--- src/rtl/pipe_pkg.sv ---
// rtl/pipe_pkg.sv - shared fetch/decode types and constants
package pipe_pkg;

    localparam int XLEN = 32;

    // Canonical RISC-V nop (addi x0,x0,0)
    localparam logic [XLEN-1:0] NOP_INSTR_DEFAULT = 32'h0000_0013;

    typedef enum logic [1:0] {
        RUN   = 2'd0,
        STALL = 2'd1,
        FLUSH = 2'd2
    } fetch_state_t;

    typedef struct packed {
        logic [XLEN-1:0] pc;
        logic [XLEN-1:0] instr;
        logic            valid;
    } if_id_t;

endpackage

--- src/rtl/if_id_hazard_response_if.sv ---
// rtl/if_id_hazard_response_if.sv - hazard request / fetch-side response bundle
interface if_id_hazard_response_if;
    import pipe_pkg::*;

    logic            data_hazard;
    logic            if_flush;
    logic [XLEN-1:0] branch_target;
    logic [XLEN-1:0] instr_in;
    logic [XLEN-1:0] pc_out;
    logic [XLEN-1:0] if_id_pc;
    logic [XLEN-1:0] if_id_instr;
    logic            if_id_valid;
    logic            pc_write;
    logic            if_id_write;
    logic            id_ex_bubble;
    logic [1:0]      state;
    logic            stall_err;
    logic            misalign_err;
    logic [31:0]     stall_cycles;
    logic [31:0]     flush_count;

    modport slave (
        input  data_hazard, if_flush, branch_target, instr_in,
        output pc_out, if_id_pc, if_id_instr, if_id_valid,
               pc_write, if_id_write, id_ex_bubble, state,
               stall_err, misalign_err, stall_cycles, flush_count
    );

    modport master (
        output data_hazard, if_flush, branch_target, instr_in,
        input  pc_out, if_id_pc, if_id_instr, if_id_valid,
               pc_write, if_id_write, id_ex_bubble, state,
               stall_err, misalign_err, stall_cycles, flush_count
    );

endinterface

--- src/rtl/hazard_stall_watchdog.sv ---
// rtl/hazard_stall_watchdog.sv - consecutive-stall run counter with sticky stall_err
module hazard_stall_watchdog #(
    parameter int MAX_STALL = 4
) (
    input  logic clk,
    input  logic reset,
    input  logic data_hazard,
    output logic stall_err
);

    localparam logic [7:0] MAX_RUN = 8'(MAX_STALL);

    logic [7:0] run_q;

    // Error flags on the edge where the run count reaches MAX_RUN.
    always_ff @(posedge clk or posedge reset) begin
        if (reset) begin
            run_q     <= '0;
            stall_err <= 1'b0;
        end else if (!data_hazard) begin
            run_q <= '0;
        end else begin
            if (run_q != MAX_RUN) begin
                run_q <= run_q + 8'd1;
            end
            if (run_q >= MAX_RUN - 8'd1) begin
                stall_err <= 1'b1;
            end
        end
    end

endmodule

--- src/rtl/if_id_hazard_response.sv ---
// rtl/if_id_hazard_response.sv - PC and IF/ID register applying stall/flush/redirect; optional HAZARD_PERF_CNT_EN counters
module if_id_hazard_response
    import pipe_pkg::*;
#(
    parameter logic [XLEN-1:0] RESET_PC  = 32'h0000_0000,
    parameter logic [XLEN-1:0] NOP_INSTR = NOP_INSTR_DEFAULT,
    parameter int              MAX_STALL = 4
) (
    input logic                      clk,
    input logic                      reset,
    if_id_hazard_response_if.slave   bus
);

    logic [XLEN-1:0] pc_q;
    if_id_t          if_id_q;
    fetch_state_t    state_q;
    logic            misalign_q;
    logic            flush_acc;

    // A hazard masks any flush: the branch resolved with stale operands.
    assign flush_acc = bus.if_flush && !bus.data_hazard;

    always_comb begin
        bus.pc_write     = !bus.data_hazard;
        bus.if_id_write  = !bus.data_hazard;
        bus.id_ex_bubble = bus.data_hazard;
    end

    always_ff @(posedge clk or posedge reset) begin
        if (reset) begin
            pc_q       <= RESET_PC;
            if_id_q    <= '{pc: '0, instr: NOP_INSTR, valid: 1'b0};
            state_q    <= RUN;
            misalign_q <= 1'b0;
        end else if (bus.data_hazard) begin
            state_q <= STALL;
        end else if (bus.if_flush) begin
            pc_q    <= bus.branch_target & ~32'h3;
            if_id_q <= '{pc: pc_q, instr: NOP_INSTR, valid: 1'b0};
            state_q <= FLUSH;
            if (bus.branch_target[1:0] != 2'b00) begin
                misalign_q <= 1'b1;
            end
        end else begin
            pc_q    <= pc_q + 32'd4;
            if_id_q <= '{pc: pc_q, instr: bus.instr_in, valid: 1'b1};
            state_q <= RUN;
        end
    end

    assign bus.pc_out       = pc_q;
    assign bus.if_id_pc     = if_id_q.pc;
    assign bus.if_id_instr  = if_id_q.instr;
    assign bus.if_id_valid  = if_id_q.valid;
    assign bus.state        = state_q;
    assign bus.misalign_err = misalign_q;

    hazard_stall_watchdog #(
        .MAX_STALL (MAX_STALL)
    ) u_watchdog (
        .clk         (clk),
        .reset       (reset),
        .data_hazard (bus.data_hazard),
        .stall_err   (bus.stall_err)
    );

`ifdef HAZARD_PERF_CNT_EN
    logic [31:0] stall_cnt_q;
    logic [31:0] flush_cnt_q;

    always_ff @(posedge clk or posedge reset) begin
        if (reset) begin
            stall_cnt_q <= '0;
            flush_cnt_q <= '0;
        end else begin
            if (bus.data_hazard && stall_cnt_q != 32'hFFFF_FFFF) begin
                stall_cnt_q <= stall_cnt_q + 32'd1;
            end
            if (flush_acc && flush_cnt_q != 32'hFFFF_FFFF) begin
                flush_cnt_q <= flush_cnt_q + 32'd1;
            end
        end
    end

    assign bus.stall_cycles = stall_cnt_q;
    assign bus.flush_count  = flush_cnt_q;
`else
    logic unused_flush_acc;
    assign unused_flush_acc = flush_acc;
    assign bus.stall_cycles = '0;
    assign bus.flush_count  = '0;
`endif

endmodule

--- src/flat_wrapper.sv ---
// flat-port wrapper written by rule: the top's interface ports become plain ports
module if_id_hazard_response_flat import pipe_pkg::*;
#(
    parameter logic [XLEN-1:0] RESET_PC  = 32'h0000_0000,
    parameter logic [XLEN-1:0] NOP_INSTR = NOP_INSTR_DEFAULT,
    parameter int              MAX_STALL = 4
)
  (clk, reset, bus_data_hazard, bus_if_flush, bus_branch_target, bus_instr_in, bus_pc_out, bus_if_id_pc, bus_if_id_instr, bus_if_id_valid, bus_pc_write, bus_if_id_write, bus_id_ex_bubble, bus_state, bus_stall_err, bus_misalign_err, bus_stall_cycles, bus_flush_count);
  if_id_hazard_response_if bus_i ();
  input logic clk;
  input logic reset;
  input wire logic [$bits(bus_i.data_hazard)-1:0] bus_data_hazard;
  input wire logic [$bits(bus_i.if_flush)-1:0] bus_if_flush;
  input wire logic [$bits(bus_i.branch_target)-1:0] bus_branch_target;
  input wire logic [$bits(bus_i.instr_in)-1:0] bus_instr_in;
  output wire logic [$bits(bus_i.pc_out)-1:0] bus_pc_out;
  output wire logic [$bits(bus_i.if_id_pc)-1:0] bus_if_id_pc;
  output wire logic [$bits(bus_i.if_id_instr)-1:0] bus_if_id_instr;
  output wire logic [$bits(bus_i.if_id_valid)-1:0] bus_if_id_valid;
  output wire logic [$bits(bus_i.pc_write)-1:0] bus_pc_write;
  output wire logic [$bits(bus_i.if_id_write)-1:0] bus_if_id_write;
  output wire logic [$bits(bus_i.id_ex_bubble)-1:0] bus_id_ex_bubble;
  output wire logic [$bits(bus_i.state)-1:0] bus_state;
  output wire logic [$bits(bus_i.stall_err)-1:0] bus_stall_err;
  output wire logic [$bits(bus_i.misalign_err)-1:0] bus_misalign_err;
  output wire logic [$bits(bus_i.stall_cycles)-1:0] bus_stall_cycles;
  output wire logic [$bits(bus_i.flush_count)-1:0] bus_flush_count;
  assign bus_i.data_hazard = bus_data_hazard;
  assign bus_i.if_flush = bus_if_flush;
  assign bus_i.branch_target = bus_branch_target;
  assign bus_i.instr_in = bus_instr_in;
  assign bus_pc_out = bus_i.pc_out;
  assign bus_if_id_pc = bus_i.if_id_pc;
  assign bus_if_id_instr = bus_i.if_id_instr;
  assign bus_if_id_valid = bus_i.if_id_valid;
  assign bus_pc_write = bus_i.pc_write;
  assign bus_if_id_write = bus_i.if_id_write;
  assign bus_id_ex_bubble = bus_i.id_ex_bubble;
  assign bus_state = bus_i.state;
  assign bus_stall_err = bus_i.stall_err;
  assign bus_misalign_err = bus_i.misalign_err;
  assign bus_stall_cycles = bus_i.stall_cycles;
  assign bus_flush_count = bus_i.flush_count;
  if_id_hazard_response #(.RESET_PC(RESET_PC), .NOP_INSTR(NOP_INSTR), .MAX_STALL(MAX_STALL)) u_core (.clk(clk), .reset(reset), .bus(bus_i));
endmodule
--- config.mk ---
export PLATFORM = sky130hd
export DESIGN_NAME = if_id_hazard_response_flat
export DESIGN_NICKNAME = d
export VERILOG_FILES = /design/src/rtl/pipe_pkg.sv /design/src/rtl/if_id_hazard_response_if.sv /design/src/rtl/hazard_stall_watchdog.sv /design/src/rtl/if_id_hazard_response.sv /design/src/flat_wrapper.sv
export SDC_FILE = /design/constraint.sdc
export NUM_CORES = 1
export LEC_CHECK = 0
export CAP_MARGIN = 20
export CORE_ASPECT_RATIO = 2
export CORE_MARGIN = 2
export CORE_UTILIZATION = 42
export DETAILED_ROUTE_END_ITERATION = 8
export HOLD_SLACK_MARGIN = 0.08
export PLACE_DENSITY = 0.77
export SLEW_MARGIN = 25
export SYNTH_ARGS = -nofsm -noshare
export SYNTH_HDL_FRONTEND = slang
export SYNTH_SLANG_ARGS = --single-unit
--- constraint.sdc ---
create_clock -name clk -period 3.75 [get_ports clk]
set_input_delay 0.75 -clock clk [delete_from_list [all_inputs] [get_ports clk]]
set_output_delay 0.75 -clock clk [all_outputs]
set_load 0.02 [all_outputs]
After elaboration in Yosys (flattened, before gate mapping) --
Index checks and enable logic that the tools add are counted.
Word-level totals: input port bits 68, memories 0, bits in latches 0, output and inout bits 168, register bits 109, word-level logic and storage cells 24, memory bits (writable) 0, ROM bits 0
Operators by class: $mul 0, equality and inequality tests 2, $add $sub $neg 2, divide/modulo/power cells 0, multiplexer cells 6, reduce and logical (&&, ||, !) cells 4, bitwise operators 1, shifts and indexed selects 0, $lt $le $gt $ge 1
Operators with widths (number):
- $mux 33 | 1
- $add 32x3->32 const B | 1
- $mux 32 | 1
- $mux 8 | 2
- $add 8x1->8 const B | 1
- $ge 8x2->1 const B | 1
- $ne 8x3->1 const B | 1
- $mux 2 | 2
- $reduce_and 3->1 | 1
- $ne 2x1->1 const B | 1
- $reduce_and 2->1 | 1
- $reduce_bool 2->1 | 1
- $logic_not 1->1 | 1
- $not 1->1 | 1

Longest topological paths before layout --
Gate-level depths: netlist of the first run.
depth after elaboration 3, mapped depth 7, depth with buffers taken out 6

Hierarchy --
A second synthesis of the first run with hierarchy kept.
Second synthesis, totals: cell total of the unflattened synthesis 491, area total of the unflattened synthesis 5276.3 um^2
Modules (own cells, without submodules):
- if_id_hazard_response | instances 1, sequential area each 2406.1 um^2, area an instance 4794.6 um^2, cells each 439
- hazard_stall_watchdog | instances 1, sequential area each 225.2 um^2, area an instance 481.7 um^2, cells each 52

Least setup slack after synthesis of the first run --
No wires, ideal clock.
kind in2out, start in bus_data_hazard, end out bus_pc_write, buffers on the path 3, cell stages on the path 4, arrival 1.664 ns, path slack 1.336 ns, cells stage by stage clkbuf_1 > clkinv_1 > clkbuf_1 > buf_4
Between the ends: cells in the longest elaborated chain, start to end 1
RTL lines:
- from (decl) | line flat_wrapper.sv:12 | input wire logic [$bits(bus_i.data_hazard)-1:0] bus_data_hazard;
- $logic_not 1->1
- to (decl) | line flat_wrapper.sv:20 | output wire logic [$bits(bus_i.pc_write)-1:0] bus_pc_write;
No other way between the ends.

Final worst setup path of the first run --
start in bus_data_hazard, end out bus_if_id_write
Between the ends: cells in the longest elaborated chain, start to end 1
RTL lines:
- $logic_not 1->1 | line if_id_hazard_response.sv:25 | bus.if_id_write = !bus.data_hazard;
- to (decl) | line flat_wrapper.sv:21 | output wire logic [$bits(bus_i.if_id_write)-1:0] bus_if_id_write;
No other way between the ends.

==> results of run 1 <==
## sequential cells by signal (all words and copies together) (netlist names)
signal                       cells
u_core.u_watchdog.run_q          8
u_core.bus.pc_out               30
u_core.bus.misalign_err          1
u_core.u_watchdog.stall_err      1
u_core.bus.if_id_instr          32
u_core.bus.if_id_pc             30
u_core.bus.if_id_valid           1
u_core.bus.state                 2
## per-layer routing
metal,vias to the layer above,track usage,part of all wire
met2,209,0.3739,0.54
met4,0,0.1185,0.043
met1,2064,0.2089,0.35
met5,-,0,0
met3,37,0.05081,0.071
li1,1931,-,-
## cell usage after synthesis (10+ instances only)
cell      instances  share of area
dfrtp_1         102           0.49
nand3_1          14          0.013
mux2_2           27          0.058
buf_4            70           0.10
o21ai_0          26          0.025
and3_1           10          0.012
a22o_1           29          0.049
nand2_1          20          0.014
a21oi_1          12          0.011
nor2_1           28          0.020
nor3_1           14          0.013
clkbuf_1         23          0.016
## placed cells by master (no fill, tap or decap), types with 3 or more instances in the layout
master / Yosys / layout
dfstp_2: 3 / 3
or3_1: 3 / 3
clkdlybuf4s50_1: 0 / 165
mux2_2: 27 / 27
nor3_1: 14 / 14
nand2_1: 20 / 20
clkbuf_16: 0 / 9
conb_1: 1 / 68
nor2_1: 28 / 27
a21oi_1: 12 / 12
o22a_1: 3 / 3
clkinvlp_4: 0 / 3
o21ai_0: 26 / 26
ha_1: 3 / 3
buf_4: 70 / 5
nand4_1: 5 / 5
dfrtp_1: 102 / 102
a22oi_1: 6 / 6
o2bb2ai_1: 3 / 3
nand3_1: 14 / 14
and3_1: 10 / 10
a32oi_1: 3 / 3
a22o_1: 29 / 29
and4_1: 6 / 6
xor2_1: 5 / 5
inv_1: 8 / 7
a211oi_1: 4 / 4
a31oi_1: 3 / 3
o22ai_1: 8 / 8
a311oi_1: 9 / 9
## final cells by class
type,instances,area (um^2)
timing repair buffer,172,1714
tap,147,183.9
clock inverter,7,71.32
clock buffer,9,225.2
fill,1044,5074
sequential,105,2631
multi-input combinational,341,2186
antenna,1,2.502
inverter,9,36.28
## cell families after synthesis
kind of cell    after synthesis
compound gates              116
xor+xnor                      6
fa+ha+maj                     3
buf+inv                     106
flops                       105
mux                          29
other cells                   1
simple gates                119
## stage by stage
stage | setup WS, ns | util
2_1_floorplan | 0.2444 | -
3_3_place_gp | 1.143 | 0.5569
3_5_place_dp | 0.9639 | 0.5569
4_1_cts | 1.177 | 0.5813
5_1_grt | 1.012 | 0.5815
6_report | 1.195 | 0.5815
## power by group through the flow
stage          Sequential, mW  Clock [mW]  Combinational [mW]
4_1_cts                  1.43       0.966               0.908
3_3_place_gp             1.44           0               0.890
5_1_grt                  1.45        1.02               0.957
6_report                 1.43       0.947               0.900
3_5_place_dp             1.45           0               0.906
2_1_floorplan            1.59           0               0.363
## path summary, 6_finish.rpt
kind | from | end | slack [ns] | depth (start not counted)
setup reg to reg | u_core.bus.pc_out[8] | u_core.bus.pc_out[25] | 1.54 | 5
setup / recovery | bus_data_hazard | bus_if_id_write | 1.19 | 3
hold / removal | u_core.u_watchdog.stall_err | u_core.u_watchdog.stall_err | 0.47 | 1
hold reg to reg | u_core.u_watchdog.stall_err | u_core.u_watchdog.stall_err | 0.47 | 1
min in group asynchronous | reset | u_core.bus.if_id_pc[5] | 0.89 | 2
max in group asynchronous | reset | u_core.bus.if_id_instr[1] | 2.06 | 3
## worst register-to-register path, delay by kind of cell (launching register included)
| kind | cells | cell delay (ns) |
|---|---|---|
| DFF | 1 | 0.54 |
| AOI/OAI and AO/OA | 2 | 0.39 |
| and+or+nand+nor | 3 | 1.16 |
==> summary.md, run 1 <==
| Metric | Value |
|---|---|
| Final clock skew | `0.007195 ns` |
| WHS | `0.4714 ns` |
| Grt total ovfl | `0` |
| Post-synthesis xor/xnor area fraction | `0.01004` |
| # resized after CTS | `0` |
| RSZ-0062 raised after global routing | `no` |
| Share of power burned in combinational logic | `0.275` |
| Final Hold Viols | `0` |
| Top_reg_cell synth | `dfrtp_1` |
| Area delta synth->final | `34.74%` |
| Routability cong. | `0.7998` |
| Final instance area | `around 0.007 mm^2` |
| Die Wd | `approximately 83 um` |
| Vias per std cell | `5.362` |
| Core Rows | `57` |
| Post-synthesis mux area share | `0.06193` |
| Crit-path max cell delay | `approximately 0.66 ns` |
| CTS root buffer | `clkbuf_16` |
| Max stage delay cell, worst path | `clkdlybuf4s50_1` |
| Critical path fanouts, max | `13` |
| Ys Warns | `0` |
| Final worst-path cycle share | `0.6814` |
| Routed via count | `~4,200` |
| Clock buffer depth | `2` |
| Buffers & Inverters on Critical Path | `3` |
| Peak VDD IR | `0.2676 mV` |
| Cell Pwr Density | `464.8 mW/mm^2` |
| Initial antenna violation count | `1` |
| Status | `completed` |
| Cells after DPL | `774` |
| Routed length per instance | `between 15 and 20 um` |
| Number of synthesized register bits | `105` |
| Fin crit period | `roughly 2.6 ns` |
| Combinational family with the most area after synthesis | `compound AO/OA/AOI/OAI gates` |
| TritonCTS clock tree | `yes` |
| Min-delay worst type | `reg2reg` |
| Die Y | `~160 um` |
| Clk Latency, worst-skew pair | `0.35 ns` |
| CP Data Required Time | `roughly 3.0 ns` |
| Sequential fraction of the synthesis area | `0.5029` |
| DRC | `0` |
| DP Area | `0.006751 mm^2` |
| Total negative slack | `0 ns` |
| I/O pin total | `236` |
| Hold Buf Count CTS | `0` |
| 1st-pass router iterations | `4` |
| Final nets | `709` |
| Pin count of the biggest net entering global routing | `97` |
| Mapped Area | `around 0.0052 mm^2` |
| Non-filler cells, final | `791` |
| Sequential power share | `0.436` |
| Post-synthesis adder-cell area fraction | `0.007174` |
| CORE AREA | `0.01212 mm^2` |
| Number of routed nets with antenna violations | `0` |
| Detailed Place HPWL | `10,290 um` |
| Max_cap viols | `0` |
| Overall Global Routing Usage | `0.2049` |
| Slew @ Worst Pin | `1.015 ns` |
| Clk sinks | `approximately 110` |
| Synth Area in Compound Gates | `0.1612` |
| Max transition margin | `0.3235` |
| CP endpoint kind | `output port` |
| I/O Buffers | `between 150 and 200` |
| Distinct cells, synth | `55` |
| Post-Synth Simple-Gate Area | `0.1282` |
| Postcts setup bufs | `0` |
| First-pass GRT wire length | `22,020 um` |
| Initial core utilization | `0.4316` |
| Fraction of power spent switching nets | `0.3207` |
| FMAX | `0.3914 GHz` |
| Clk pwr share | `0.289` |
| Layout cells sized above 1 | `0.1042` |
| Vias in the first global route | `approximately 4,300` |
| Max Slew Vio Count | `0` |
| Clk slew on worst S/H paths | `about 0.070 ns` |
| Cell family with most CP delay | `buffers and inverters` |
| Int Pwr | `2.226 mW` |
| Post-Syn Area per Cell | `between 10 and 15 um^2` |
| Detailed Route WL | `about 14,000 um` |
| CP arrival | `1.81 ns` |
| CTS buffer count | `9` |
| Post-synth EDFFs | `0` |
| Total Power | `3.277 mW` |
| Synth Instances | `485` |
| Leakage | `3.029 nW` |
| FFs w/ async S/R, synth | `1.000` |
| Critical path startpoint category | `input port` |
| Final setup fails | `0` |
| CP Cell Sequence | `buf_4 -> clkinv_1 -> clkdlybuf4s50_1` |
| Critical path type | `in2out` |
| Psw | `1.051 mW` |
| 1st-iter DRT viols | `roughly 360` |
| Die area | `0.01342 mm^2` |
| CTS H-tree depth | `3` |
No activity file was read; power rests on OpenSTA's default activity.
==> run 2: changes to the inputs <==
==> constraint.sdc (replaced) <==
create_clock -name clk -period 2.6 [get_ports clk]
set_input_delay 0.52 -clock clk [delete_from_list [all_inputs] [get_ports clk]]
set_output_delay 0.52 -clock clk [all_outputs]
set_load 0.02 [all_outputs]
==> run 2 against run 1 <==
Effect of this change: clock-buffer cell count up 3; core utilization grew 1.1 points; global-route usage increased by 0.50 points; via count rose by 1.4%; routed wire length increased by 0.33%; hold slack worse by 0.0033 ns; critical path depth unchanged; clock power rose by 54%.
==> summary.md, run 2 (synthesis results as in run 1) <==
| Metric | Value |
|---|---|
| Final Hold Viols | `0 (unchanged)` |
| Leakage | `3.099 nW (+2.3%)` |
| Initial antenna violation count | `1 (unchanged)` |
| Min-delay worst type | `reg2reg` |
| CP endpoint kind | `output port` |
| # resized after CTS | `0 (unchanged)` |
| Most frequent cells in the layout | `clkdlybuf4s50_1 (165), dfrtp_1 (102), conb_1 (68), a22o_1 (29)` |
| Final clock skew | `0.01248 ns (+0.005282 ns)` |
| Detailed Route WL | `14,120 um (+0.33%)` |
| Largest register FFs | `32 (unchanged)` |
| Layout cells sized above 1 | `0.1149 (+0.01066)` |
| Die Y | `161.9 um (unchanged)` |
| CP Cell Sequence | `buf_4 -> buf_4 -> clkdlybuf4s50_1` |
| Die area | `0.01342 mm^2 (unchanged)` |
| Clock buffer depth | `2 (unchanged)` |
| Max_cap viols | `0 (unchanged)` |
| 1st-pass router iterations | `4 (unchanged)` |
| Gr busiest metal | `met2` |
| CTS buffer count | `9 (unchanged)` |
| Commonest non-fill, non-tap cell in the layout | `clkdlybuf4s50_1` |
| Number of routed nets with antenna violations | `0 (unchanged)` |
| Cell Pwr Density | `675.1 mW/mm^2 (+45%)` |
| TritonCTS clock tree | `yes` |
| Fillers | `1,052 (+0.77%)` |
| Final setup fails | `0 (unchanged)` |
| Max transition margin | `0.5806 (+0.2572)` |
| Max stage delay cell, worst path | `clkdlybuf4s50_1` |
| DRC | `0 (unchanged)` |
| CTS H-tree depth | `3 (unchanged)` |
| Peak VDD IR | `0.3614 mV (+35%)` |
| Overall Global Routing Usage | `0.2098 (+0.004970)` |
| I/O pin total | `236 (unchanged)` |
| 1st-iter DRT viols | `303 (-16%)` |
| Crit-path max cell delay | `0.68 ns (+0.02 ns)` |
| Clk sinks | `105 (unchanged)` |
| Pin count of the biggest net entering global routing | `63 (-35%)` |
| Most frequent CP cell | `buf_4` |
| Die Wd | `82.93 um (unchanged)` |
| Detailed Place HPWL | `10,800 um (+5.0%)` |
| First-pass GRT wire length | `22,390 um (+1.7%)` |
| Clk Latency, worst-skew pair | `0.35 ns (about the same)` |
| Core Rows | `57 (unchanged)` |
| Vias in the first global route | `4,355 (+0.21%)` |
| Critical path startpoint category | `input port` |
| Total Power | `4.846 mW (+48%)` |
| Final worst-path cycle share | `0.8386` |
| CTS root buffer | `clkbuf_16` |
| Area delta synth->final | `37.18%` |
| Max Slew Vio Count | `0 (unchanged)` |
| Routed via count | `4,299 (+1.4%)` |
| Initial core utilization | `0.4316 (unchanged)` |
| I/O Buffers | `167 (unchanged)` |
| Vias per std cell | `5.367 (+0.10%)` |
| RSZ-0062 raised after global routing | `no` |
| Grt total ovfl | `0 (unchanged)` |
| GR Util met1 | `0.2190 (+0.01008)` |
| Critical path fanouts, max | `35 (+22)` |
| Slew @ Worst Pin | `0.6290 ns (-0.3858 ns)` |
| Layout Utilization | `0.5921 (+0.01053)` |
| Final nets | `719 (+1.4%)` |
| Status | `completed` |
| Routed length per instance | `17.62 um (-0.93%)` |
| CP Data Required Time | `2.08 ns (-0.92 ns)` |
| Fin crit period | `2.180 ns` |
| FMAX | `0.4586 GHz` |
| Buffers & Inverters on Critical Path | `3 (unchanged)` |
| Critical path type | `in2out` |
| GR Layer Usage met3 | `0.05285 (+0.002033)` |
| Hold Buf Count CTS | `0 (unchanged)` |
| CP arrival | `1.66 ns (-0.15 ns)` |
| GR Layer Usage met2 | `0.3820 (+0.008065)` |
| CORE AREA | `0.01212 mm^2 (unchanged)` |
| Postcts setup bufs | `0 (unchanged)` |
| Cell family with most CP delay | `buffers and inverters` |
| Clk slew on worst S/H paths | `0.07 ns (about the same)` |
| Total negative slack | `0 ns (unchanged)` |
| Routability cong. | `0.8323 (+4.1%)` |
run 2: changes by cell type in the layout (fill, tap and decap cells not counted), sizes merged:
cell      delta
buf         +10
clkinv       -2
clkinvlp     -1
inv          -1
bufinv       +1
clkbuf       +3
run 2: layout make-up:
| cell class | count | area [um^2] | area share |
|---|---|---|---|
| antenna | 1 | 2.502 | 0.0003486 |
| clock buffer | 12 | 246.5 | 0.03434 |
| clock inverter | 4 | 76.32 | 0.01063 |
| inverter | 9 | 37.54 | 0.005229 |
| multi-input combinational | 341 | 2186 | 0.3045 |
| sequential | 105 | 2631 | 0.3666 |
| tap | 147 | 183.9 | 0.02562 |
| timing repair buffer | 182 | 1814 | 0.2527 |
run 2: metrics by stage:
stage                     worst slack, ns  cell area [um^2]  hold WS (ns)  cells
after floorplan                    0.6464              5488        0.5056    552
after global placement             0.4376              6853        0.4503    784
after detailed placement           0.4083              6853        0.4514    784
after CTS                          0.4024              7176        0.4714    800
after global routing               0.2565              7178        0.4944    801
final                              0.4197              7178        0.4681    801
run 2: layer usage:
metal	vias up	routed length, um
met5	-	0
met4	0	580
met3	31	998
met2	235	7660
met1	2079	4877
li1	1954	-
run 2: worst paths after layout:
check | depth (start not counted) | slack [ns] | endpoint | start
min | 1 | 0.47 | u_core.u_watchdog.stall_err | u_core.u_watchdog.stall_err
min reg2reg | 1 | 0.47 | u_core.u_watchdog.stall_err | u_core.u_watchdog.stall_err
max reg2reg | 5 | 0.44 | u_core.bus.pc_out[18] | u_core.bus.pc_out[8]
max | 3 | 0.42 | bus_id_ex_bubble | bus_data_hazard
max in group asynchronous | 3 | 1.45 | u_core.bus.if_id_instr[20] | reset
min in group asynchronous | 2 | 0.59 | u_core.bus.pc_out[14] | reset
run 2: power breakdown:
part           internal (mW)  leakage [nW]  switching [mW]
Sequential              1.84          1.29           0.210
Clock                  0.873         0.153           0.587
Combinational          0.641          1.65           0.692
